### src/rtl/multi_edge_debounce_pkg.sv
// Shared definitions for the chronometer input conditioner.
//   deb_state_e : per-channel debounce FSM encoding
//   cnt_w()     : counter width able to hold 0..n (never less than 1 bit)
package chrono_pkg;

  typedef enum logic [1:0] {
    ST_LOW       = 2'b00,
    ST_WAIT_HIGH = 2'b01,
    ST_HIGH      = 2'b10,
    ST_WAIT_LOW  = 2'b11
  } deb_state_e;

  function automatic int cnt_w(input int n);
    return (n < 1) ? 1 : $clog2(n + 1);
  endfunction

endpackage

### src/rtl/multi_edge_debounce_if.sv
// Bundle of raw inputs and conditioned outputs for multi_edge_debounce.
//   in    : raw asynchronous pad inputs, active high
//   level : debounced level
//   rise  : one-cycle pulse on accepted 0->1
//   fall  : one-cycle pulse on accepted 1->0
//   hold  : one-cycle pulse when an accepted press lasts long enough
// master = pad / control side, slave = the conditioner.
interface multi_edge_debounce_if #(
  parameter int NUM_CH = 4
);
  logic [NUM_CH-1:0] in;
  logic [NUM_CH-1:0] level;
  logic [NUM_CH-1:0] rise;
  logic [NUM_CH-1:0] fall;
  logic [NUM_CH-1:0] hold;

  modport master (output in, input level, rise, fall, hold);
  modport slave  (input in, output level, rise, fall, hold);
endinterface

### src/rtl/edge_debounce_ch.sv
// One conditioner channel: 2-flop synchroniser, debounce FSM with stability
// counter, registered rise/fall pulses and an optional long-press pulse.
//   clk, rst_n : clock, async active-low reset
//   in         : raw asynchronous input
//   level      : accepted level
//   rise, fall : one-cycle pulses on accepted transitions
//   hold       : one-cycle pulse HOLD_CYCLES cycles after rise (0 = off)
module edge_debounce_ch
  import chrono_pkg::*;
#(
  parameter int DEBOUNCE_CYCLES = 16,
  parameter int HOLD_CYCLES     = 0
) (
  input  logic clk,
  input  logic rst_n,
  input  logic in,
  output logic level,
  output logic rise,
  output logic fall,
  output logic hold
);

  localparam int             DW     = cnt_w(DEBOUNCE_CYCLES);
  localparam logic [DW-1:0]  D_ONE  = DW'(1);
  localparam logic [DW-1:0]  D_LAST = DW'(DEBOUNCE_CYCLES - 1);

  logic          sync1, s;
  deb_state_e    state, state_nx;
  logic [DW-1:0] cnt, cnt_nx;
  logic          commit_hi, commit_lo;

  always_ff @(posedge clk or negedge rst_n) begin
    if (!rst_n) begin
      sync1 <= 1'b0;
      s     <= 1'b0;
    end else begin
      sync1 <= in;
      s     <= sync1;
    end
  end

  always_ff @(posedge clk or negedge rst_n) begin
    if (!rst_n) begin
      state <= ST_LOW;
      cnt   <= '0;
      level <= 1'b0;
      rise  <= 1'b0;
      fall  <= 1'b0;
    end else begin
      state <= state_nx;
      cnt   <= cnt_nx;
      rise  <= commit_hi;
      fall  <= commit_lo;
      if (commit_hi)      level <= 1'b1;
      else if (commit_lo) level <= 1'b0;
    end
  end

  // cnt counts consecutive samples opposing the accepted level; any sample
  // agreeing with it aborts the pending change without a pulse.
  always_comb begin
    state_nx  = state;
    cnt_nx    = cnt;
    commit_hi = 1'b0;
    commit_lo = 1'b0;
    case (state)
      ST_LOW: if (s) begin
        if (DEBOUNCE_CYCLES == 1) begin
          state_nx  = ST_HIGH;
          commit_hi = 1'b1;
        end else begin
          state_nx = ST_WAIT_HIGH;
          cnt_nx   = D_ONE;
        end
      end
      ST_WAIT_HIGH: begin
        if (!s) begin
          state_nx = ST_LOW;
          cnt_nx   = '0;
        end else if (cnt == D_LAST) begin
          state_nx  = ST_HIGH;
          cnt_nx    = '0;
          commit_hi = 1'b1;
        end else begin
          cnt_nx = cnt + D_ONE;
        end
      end
      ST_HIGH: if (!s) begin
        if (DEBOUNCE_CYCLES == 1) begin
          state_nx  = ST_LOW;
          commit_lo = 1'b1;
        end else begin
          state_nx = ST_WAIT_LOW;
          cnt_nx   = D_ONE;
        end
      end
      ST_WAIT_LOW: begin
        if (s) begin
          state_nx = ST_HIGH;
          cnt_nx   = '0;
        end else if (cnt == D_LAST) begin
          state_nx  = ST_LOW;
          cnt_nx    = '0;
          commit_lo = 1'b1;
        end else begin
          cnt_nx = cnt + D_ONE;
        end
      end
      default: begin
        state_nx = ST_LOW;
        cnt_nx   = '0;
      end
    endcase
  end

  if (HOLD_CYCLES > 0) begin : g_hold
    localparam int            HW    = cnt_w(HOLD_CYCLES);
    localparam logic [HW-1:0] H_MAX = HW'(HOLD_CYCLES);
    logic [HW-1:0] hcnt;
    logic          pressed;

    // A bounce back into ST_HIGH from ST_WAIT_LOW keeps counting, so a
    // shaky release does not restart the long-press timer.
    assign pressed = (state == ST_HIGH) || (state == ST_WAIT_LOW);

    always_ff @(posedge clk or negedge rst_n) begin
      if (!rst_n) begin
        hcnt <= '0;
        hold <= 1'b0;
      end else begin
        hold <= 1'b0;
        if (commit_hi || commit_lo) begin
          hcnt <= '0;
        end else if (pressed && hcnt != H_MAX) begin
          // saturates at H_MAX: exactly one pulse per press
          hcnt <= hcnt + HW'(1);
          hold <= (hcnt == H_MAX - HW'(1));
        end
      end
    end
  end else begin : g_no_hold
    assign hold = 1'b0;
  end

endmodule

### src/rtl/multi_edge_debounce.sv
// Multi-channel input conditioner: NUM_CH independent edge_debounce_ch
// instances, outputs concatenated bit-per-channel onto the interface.
//   clk, rst_n : clock, async active-low reset
//   bus        : slave side of multi_edge_debounce_if (in -> level/rise/fall/hold)
module multi_edge_debounce
  import chrono_pkg::*;
#(
  parameter int NUM_CH          = 4,
  parameter int DEBOUNCE_CYCLES = 16,
  parameter int HOLD_CYCLES     = 0
) (
  input  logic                        clk,
  input  logic                        rst_n,
  multi_edge_debounce_if.slave        bus
);

  for (genvar i = 0; i < NUM_CH; i++) begin : g_ch
    edge_debounce_ch #(
      .DEBOUNCE_CYCLES (DEBOUNCE_CYCLES),
      .HOLD_CYCLES     (HOLD_CYCLES)
    ) u_ch (
      .clk   (clk),
      .rst_n (rst_n),
      .in    (bus.in[i]),
      .level (bus.level[i]),
      .rise  (bus.rise[i]),
      .fall  (bus.fall[i]),
      .hold  (bus.hold[i])
    );
  end

endmodule

### src/flat_wrapper.sv
// flat-port wrapper written by rule: the top's interface ports become plain ports
module multi_edge_debounce_flat import chrono_pkg::*;
#(
  parameter int NUM_CH          = 4,
  parameter int DEBOUNCE_CYCLES = 16,
  parameter int HOLD_CYCLES     = 0
)
  (clk, rst_n, bus_in, bus_level, bus_rise, bus_fall, bus_hold);
  multi_edge_debounce_if #(.NUM_CH(NUM_CH)) bus_i ();
  input  logic clk;
  input  logic rst_n;
  input wire logic [$bits(bus_i.in)-1:0] bus_in;
  output wire logic [$bits(bus_i.level)-1:0] bus_level;
  output wire logic [$bits(bus_i.rise)-1:0] bus_rise;
  output wire logic [$bits(bus_i.fall)-1:0] bus_fall;
  output wire logic [$bits(bus_i.hold)-1:0] bus_hold;
  assign bus_i.in = bus_in;
  assign bus_level = bus_i.level;
  assign bus_rise = bus_i.rise;
  assign bus_fall = bus_i.fall;
  assign bus_hold = bus_i.hold;
  multi_edge_debounce #(.NUM_CH(NUM_CH), .DEBOUNCE_CYCLES(DEBOUNCE_CYCLES), .HOLD_CYCLES(HOLD_CYCLES)) u_core (.clk(clk), .rst_n(rst_n), .bus(bus_i));
endmodule
### config.mk
export PLATFORM = sky130hd
export DESIGN_NAME = multi_edge_debounce_flat
export DESIGN_NICKNAME = d
export VERILOG_FILES = /design/src/rtl/multi_edge_debounce_pkg.sv /design/src/rtl/multi_edge_debounce_if.sv /design/src/rtl/edge_debounce_ch.sv /design/src/rtl/multi_edge_debounce.sv /design/src/flat_wrapper.sv
export SDC_FILE = /design/constraint.sdc
export NUM_CORES = 1
export LEC_CHECK = 0
export CAP_MARGIN = 10
export CORE_ASPECT_RATIO = 2
export CORE_MARGIN = 2
export CORE_UTILIZATION = 56
export CTS_CLUSTER_DIAMETER = 40
export DETAILED_ROUTE_END_ITERATION = 12
export GPL_TIMING_DRIVEN = 0
export PLACE_DENSITY_LB_ADDON = 0.15
export SYNTH_ARGS = -nofsm -noshare
export SYNTH_HDL_FRONTEND = slang
export SYNTH_SLANG_ARGS = --single-unit
### constraint.sdc
create_clock -name clk -period 1.55 [get_ports clk]
set_input_delay 0.465 -clock clk [delete_from_list [all_inputs] [get_ports clk]]
set_output_delay 0.465 -clock clk [all_outputs]
set_load 0.02 [all_outputs]
After elaboration in Yosys (flattened, before gate mapping) --
Index checks and enable logic that the tools add are counted. W data, S select, Z words.
Cells by class: reductions and logical operators 16, $add $sub $neg 4, eq/ne operators 32, muxes and demuxes 80
Operator list (number):
- $mux W5 | 20
- $pmux W5 S4 | 4
- $mux W2 | 24
- $pmux W2 S4 | 4
- $mux W1 | 28
- $ne A3 B3 Y1 const B | 8
- $add A5 B1 Y5 const B | 4
- $eq A5 B4 Y1 const B | 4
- $eq A2 B2 Y1 const B | 8
- $ne A2 B2 Y1 const B | 8
- $reduce_and A4 Y1 | 4
- $eq A2 B1 Y1 const B | 4
- $logic_not A2 Y1 | 4
- $reduce_and A2 Y1 | 4
- $reduce_bool A2 Y1 | 4
Word-level totals: logic and storage cells 160, flip-flop bits (word level) 48, bits of input ports 6

Depth between registers and ports, before layout --
depth in word-level cells 6, gate-level depth with buffers 5, mapped depth without buffers 4

Hierarchy --
Synthesis repeated with hierarchy kept, for this count alone.
Second synthesis, totals: cells, all modules 194, area, all modules 2157.1 um^2
By module, submodules not included:
- edge_debounce_ch at u_core.g_ch[0].u_ch ... | area each 534.3 um^2, seq. area each 300.3 um^2, cells an instance 49, instances 2
- edge_debounce_ch at u_core.g_ch[2].u_ch | area each 546.8 um^2, seq. area each 300.3 um^2, cells an instance 48, instances 1
- edge_debounce_ch at u_core.g_ch[3].u_ch | area each 541.8 um^2, seq. area each 300.3 um^2, cells an instance 48, instances 1

Least setup slack after synthesis --
No wires, ideal clock.
path kind reg-to-reg, from register u_core.g_ch[0].u_ch.cnt[0], to register with a tool-made name, period minus slack after synthesis 1338 ps, required time 1425 ps, path buffers 0, slack 212 ps, data arrival time 1214 ps, cell stages (with the launch flop) 5, setup time 125 ps, cells stage by stage dfrtp_1 > ha_1 > and4b_4 > nand2_2 > mux2_2
RTL lines:
- start, declared | RTL line edge_debounce_ch.sv:29 | logic [DW-1:0] cnt, cnt_nx;
- start signal, assigned | RTL line edge_debounce_ch.sv:51 | cnt <= cnt_nx;

Worst setup path in the final report --
from register u_core.g_ch[0].u_ch.level, to output bus_level[0]
RTL lines:
- start, declared | RTL line edge_debounce_ch.sv:17 | output logic level,
- start signal, assigned | RTL line edge_debounce_ch.sv:46 | level <= 1'b0;
- start signal, assigned | RTL line edge_debounce_ch.sv:54 | if (commit_hi) level <= 1'b1;
- start signal, assigned | RTL line edge_debounce_ch.sv:55 | else if (commit_lo) level <= 1'b0;
- end, declared | RTL line flat_wrapper.sv:13 | output wire logic [$bits(bus_i.level)-1:0] bus_level;
No word-level cell between the ends.

==> results by stage <==
Layout:
- The filler cells instantiated in the layout total 332.
- The area occupied by multi-input gates is 876 um^2.
- The repair_antennas step left the layout with diodes totalling 0.
- The final layout contains 245 nets.
- In the final layout, flip-flops and latches occupy 1200 um^2.
- The post-route netlist has 24.2% of its cells at a drive strength greater than 1.
- Relative to the synthesized area, the layout overhead comes to 15.1%.

Timing:
- Setup repair after global routing left no endpoint under its margin.
- The achievable clock frequency is 687 MHz.
- For the finished layout, the period the worst path requires is 1.45 ns.
- The worst setup slack after layout is 0.0953 ns.
- After layout, the worst path uses 93.9% of the clock period.
- The largest clock skew in the final design is 0.00810 ns.
- The transition time at the pin with the least slew margin is 0.507 ns.
- The final hold violation count is 0.
- The final max-slew violation count is 0.
- The number of setup violations in the final report is 0.
- The headroom to the max-slew limit is 66.2%.

Yosys:
- The register bit total from synthesis is 48.
- The mean cell area of the mapped netlist is 10.9 um^2.
- The share of the Yosys chip area taken by registers is 53.9%.
- The cell type with the largest total area after synthesis is sky130_fd_sc_hd__dfrtp_1.
- Of the post-synthesis cell area, the dominant cell type holds 53.9%.
- Ranked by total cell area, the synthesized netlist is headed by sky130_fd_sc_hd__dfrtp_1, sky130_fd_sc_hd__buf_4, sky130_fd_sc_hd__nand3_1, sky130_fd_sc_hd__o21ai_0, sky130_fd_sc_hd__xor2_1.
- After technology mapping, the gate count stands at 204.
- The Yosys warning count is 0.
- The mapped netlist covers 2230 um^2.
- The count of cell types in the netlist is 31.
- For this run, the leading register cell type out of synthesis is sky130_fd_sc_hd__dfrtp_1.
- The number of synthesized flops with an enable pin is 0.
- After synthesis, the share of flip-flops with an asynchronous set or reset is 100%.

Die:
- After floorplanning, the core was sized to cover 3840 um^2.
- Once the floorplan was initialized, standard cells occupied 58.0% of the core.
- The floorplan die area is 4530 um^2.
- The floorplan die width is 48.6 um.
- The site row count is 32.
- For this design the top-level I/O count stands at 22.
- The die boundary height is 93.2 um.

Min path:
- The min-delay analysis places its worst path in the category in2async.

Worst setup path:
- Among the stages of the critical path, the cell type that occurs most often is sky130_fd_sc_hd__buf_4.
- Walking the worst path, the cells encountered are buf_4 -> buf_4.
- On the critical path, the stage with the largest delay is an instance of sky130_fd_sc_hd__dfrtp_1.
- The kind of cell with the highest combined delay along the critical path is flip-flops.
- The worst endpoint required time is 1.08 ns.
- STA classifies the critical path endpoint as a primary output.
- The startpoint-to-endpoint class of the critical path is reg2out.
- Of all nets on the critical path, the largest fanout is 3.
- The delay of the slowest cell on the worst path is 0.41 ns.
- STA puts the critical path data arrival time at 0.99 ns.
- The number of buffers and inverters on the critical path is 2.
- STA classifies the critical path startpoint as a register.
- The worst register-to-register path has a setup slack of 0.12 ns.

Global route:
- The overall track demand over capacity in global routing is 19.6%.
- For this run the aggregate overflow at the end of global routing stands at 0.
- The global-route wire length before repair is 6820 um.
- The initial antenna violation count came to 0.
- The via count of the first global-routing pass is 1633.
- Entering global routing, the biggest net connects 28 pins.

Power:
- Across the VDD grid, the largest voltage drop is 0.827 mV.
- The power density over the cells is 953 nW/um^2.
- Overall power consumption after layout is estimated at 2.45 mW.
- The static leakage is 1.23 nW.

Detailed routing:
- The via count is 1570.
- For this run, design rule violations remaining after detail routing come to 0.
- The first detailed-routing pass took 4 iterations.
- The starting DRC count in detailed routing is 33.
- The detailed-route wire length per cell is 13.5 um.
- The total wirelength of the detailed-routed design is 3870 um.
- After detailed routing, the number of vias per cell comes to 5.47.
- Once detail routing completed, the nets flagged for antenna violations numbered 0.

Clock tree:
- After clock tree synthesis, the flow added hold-fix buffers numbering 0.
- At the later pin of the worst-skew pair, clock insertion delay measures 0.30 ns.
- The clock-pin slew on the worst setup and hold paths is 0.08 ns.
- The number of sinks driven by the clock tree is 48.
- The maximum number of buffers from clock root to sink is 2.
- TritonCTS built the clock tree.
- The level count of the clock H-tree is 2.
- The root buffer selected by CTS is sky130_fd_sc_hd__clkbuf_8.
- In this run, CTS created clock tree buffers numbering 5.

Place:
- Prior to clock tree synthesis, the placed netlist has a worst setup slack of 0.00695 ns.
- Port buffering added 17 buffers.
- At the end of routability-driven placement, the weighted congestion stood at 0.772.
- Summed over all nets, the half-perimeter wirelength after detailed placement is 2910 um.

Flow run:
- Max-cap violations in this run came to 0.

Run status:
- The run finished with clean final reports.
==> worst paths after layout <==
kind	start	end	depth (start not counted)
max in group asynchronous	rst_n	u_core.g_ch[1].u_ch.cnt[0]	2
max	u_core.g_ch[0].u_ch.level	bus_level[0]	2
max reg2reg	u_core.g_ch[3].u_ch.cnt[0]	register	5
min reg2reg	u_core.g_ch[3].u_ch.sync1	u_core.g_ch[3].u_ch.s	0
min	rst_n	u_core.g_ch[3].u_ch.level	1
min in group clk	u_core.g_ch[3].u_ch.sync1	u_core.g_ch[3].u_ch.s	0
==> synth_stat cells (5+ instances only) <==
cell and n:
sky130_fd_sc_hd__a21oi_1 8, sky130_fd_sc_hd__nor3b_1 5, sky130_fd_sc_hd__nand3_1 21, sky130_fd_sc_hd__buf_4 16
sky130_fd_sc_hd__nor2_1 7, sky130_fd_sc_hd__nand2_1 15, sky130_fd_sc_hd__xor2_1 8, sky130_fd_sc_hd__o21ai_0 14
sky130_fd_sc_hd__o21a_1 8, sky130_fd_sc_hd__dfrtp_1 48
==> placed cells by master (no fill, tap or decap), types with 3 or more instances in the layout <==
| cell type | count |
|---|---|
| sky130_fd_sc_hd__nand2b_1 | 3 |
| sky130_fd_sc_hd__buf_2 | 7 |
| sky130_fd_sc_hd__o22ai_1 | 3 |
| sky130_fd_sc_hd__nand2_1 | 15 |
| sky130_fd_sc_hd__clkbuf_8 | 5 |
| sky130_fd_sc_hd__ha_1 | 4 |
| sky130_fd_sc_hd__clkbuf_1 | 4 |
| sky130_fd_sc_hd__dfrtp_1 | 48 |
| sky130_fd_sc_hd__nand4b_1 | 3 |
| sky130_fd_sc_hd__conb_1 | 4 |
| sky130_fd_sc_hd__and4b_1 | 3 |
| sky130_fd_sc_hd__o21a_1 | 8 |
| sky130_fd_sc_hd__a21bo_2 | 3 |
| sky130_fd_sc_hd__nor3b_1 | 5 |
| sky130_fd_sc_hd__xor2_1 | 8 |
| sky130_fd_sc_hd__nor2_1 | 7 |
| sky130_fd_sc_hd__xnor2_1 | 4 |
| sky130_fd_sc_hd__nand3_1 | 21 |
| sky130_fd_sc_hd__buf_4 | 20 |
| sky130_fd_sc_hd__clkdlybuf4s50_1 | 4 |
| sky130_fd_sc_hd__nand4_1 | 3 |
| sky130_fd_sc_hd__and3_1 | 4 |
| sky130_fd_sc_hd__xor2_2 | 4 |
| sky130_fd_sc_hd__o21ai_0 | 14 |
| sky130_fd_sc_hd__a31oi_1 | 4 |
| sky130_fd_sc_hd__a21oi_1 | 8 |
| sky130_fd_sc_hd__clkbuf_2 | 10 |
==> registers in the layout, summed over array words and instances, names as in the netlist, named ones only <==
name and count:
u_core.g_ch.u_ch.rise 4, u_core.g_ch.u_ch.level 4, u_core.g_ch.u_ch.fall 4, u_core.g_ch.u_ch.sync1 4, u_core.g_ch.u_ch.state 4, u_core.g_ch.u_ch.s 4
u_core.g_ch.u_ch.cnt 20
==> logic make-up after synthesis <==
kind of cell               Yosys count  share of synthesized area [%]
AOI/OAI and AO/OA                   42                           11.9
xor gates and xnor gates            16                           7.63
adders and majority gates            4                           2.24
buffers and inverters               26                           7.35
DFF                                 48                           53.9
muxes                                1                          0.505
other                                1                          0.168
and+or+nand+nor                     66                           16.3
==> layer usage <==
| metal | track usage (%) | wire (um) | vias to the layer above | share of wire, % |
|---|---|---|---|---|
| met1 | 18.0 | 1360 | 793 | 35 |
| met2 | 39.4 | 2340 | 21 | 60 |
| met4 | 8.81 | 87 | 0 | 2.3 |
| met5 | 0 | 0 | - | 0 |
| li1 | - | - | 749 | - |
| met3 | 3.99 | 82 | 7 | 2.1 |
==> metrics by stage <==
step                      utilization [%]  std cells  hold WS [ns]  cell area, um^2  setup TNS [ns]
final                                66.8        287         0.125             2570               0
after global routing                 66.8        287         0.148             2570               0
after CTS                            67.9        286         0.131             2610               0
after detailed placement             64.8        276         0.336             2490               0
after global placement               64.4        275         0.333             2470          -57.57
after floorplan                         -        207         0.169             2240               0
==> report_power, final <==
| part | switching (mW) | internal (mW) | leakage [nW] |
|---|---|---|---|
| logic | 0.125 | 0.0879 | 0.543 |
| registers | 0.0463 | 1.30 | 0.629 |
| clock network | 0.407 | 0.477 | 0.0541 |
==> cell type report <==
type | count | share of cell area (%)
Sequential cell | 48 | 46.8
Multi-Input combinational cell | 133 | 34.1
Buffer | 25 | 6.24
Clock buffer | 5 | 2.68
Timing Repair Buffer | 21 | 5.85
Clock inverter | 3 | 1.66
Tap cell | 51 | 2.49
Inverter | 1 | 0.146
==> timing repair <==
item,in CTS,in global routing
cloned,0,0
buffers inserted,2,1
endpoints found under the setup margin,12,10
pin swaps,0,0
resized for setup,30,10
Note: power is estimated with default switching activity, not from simulation.
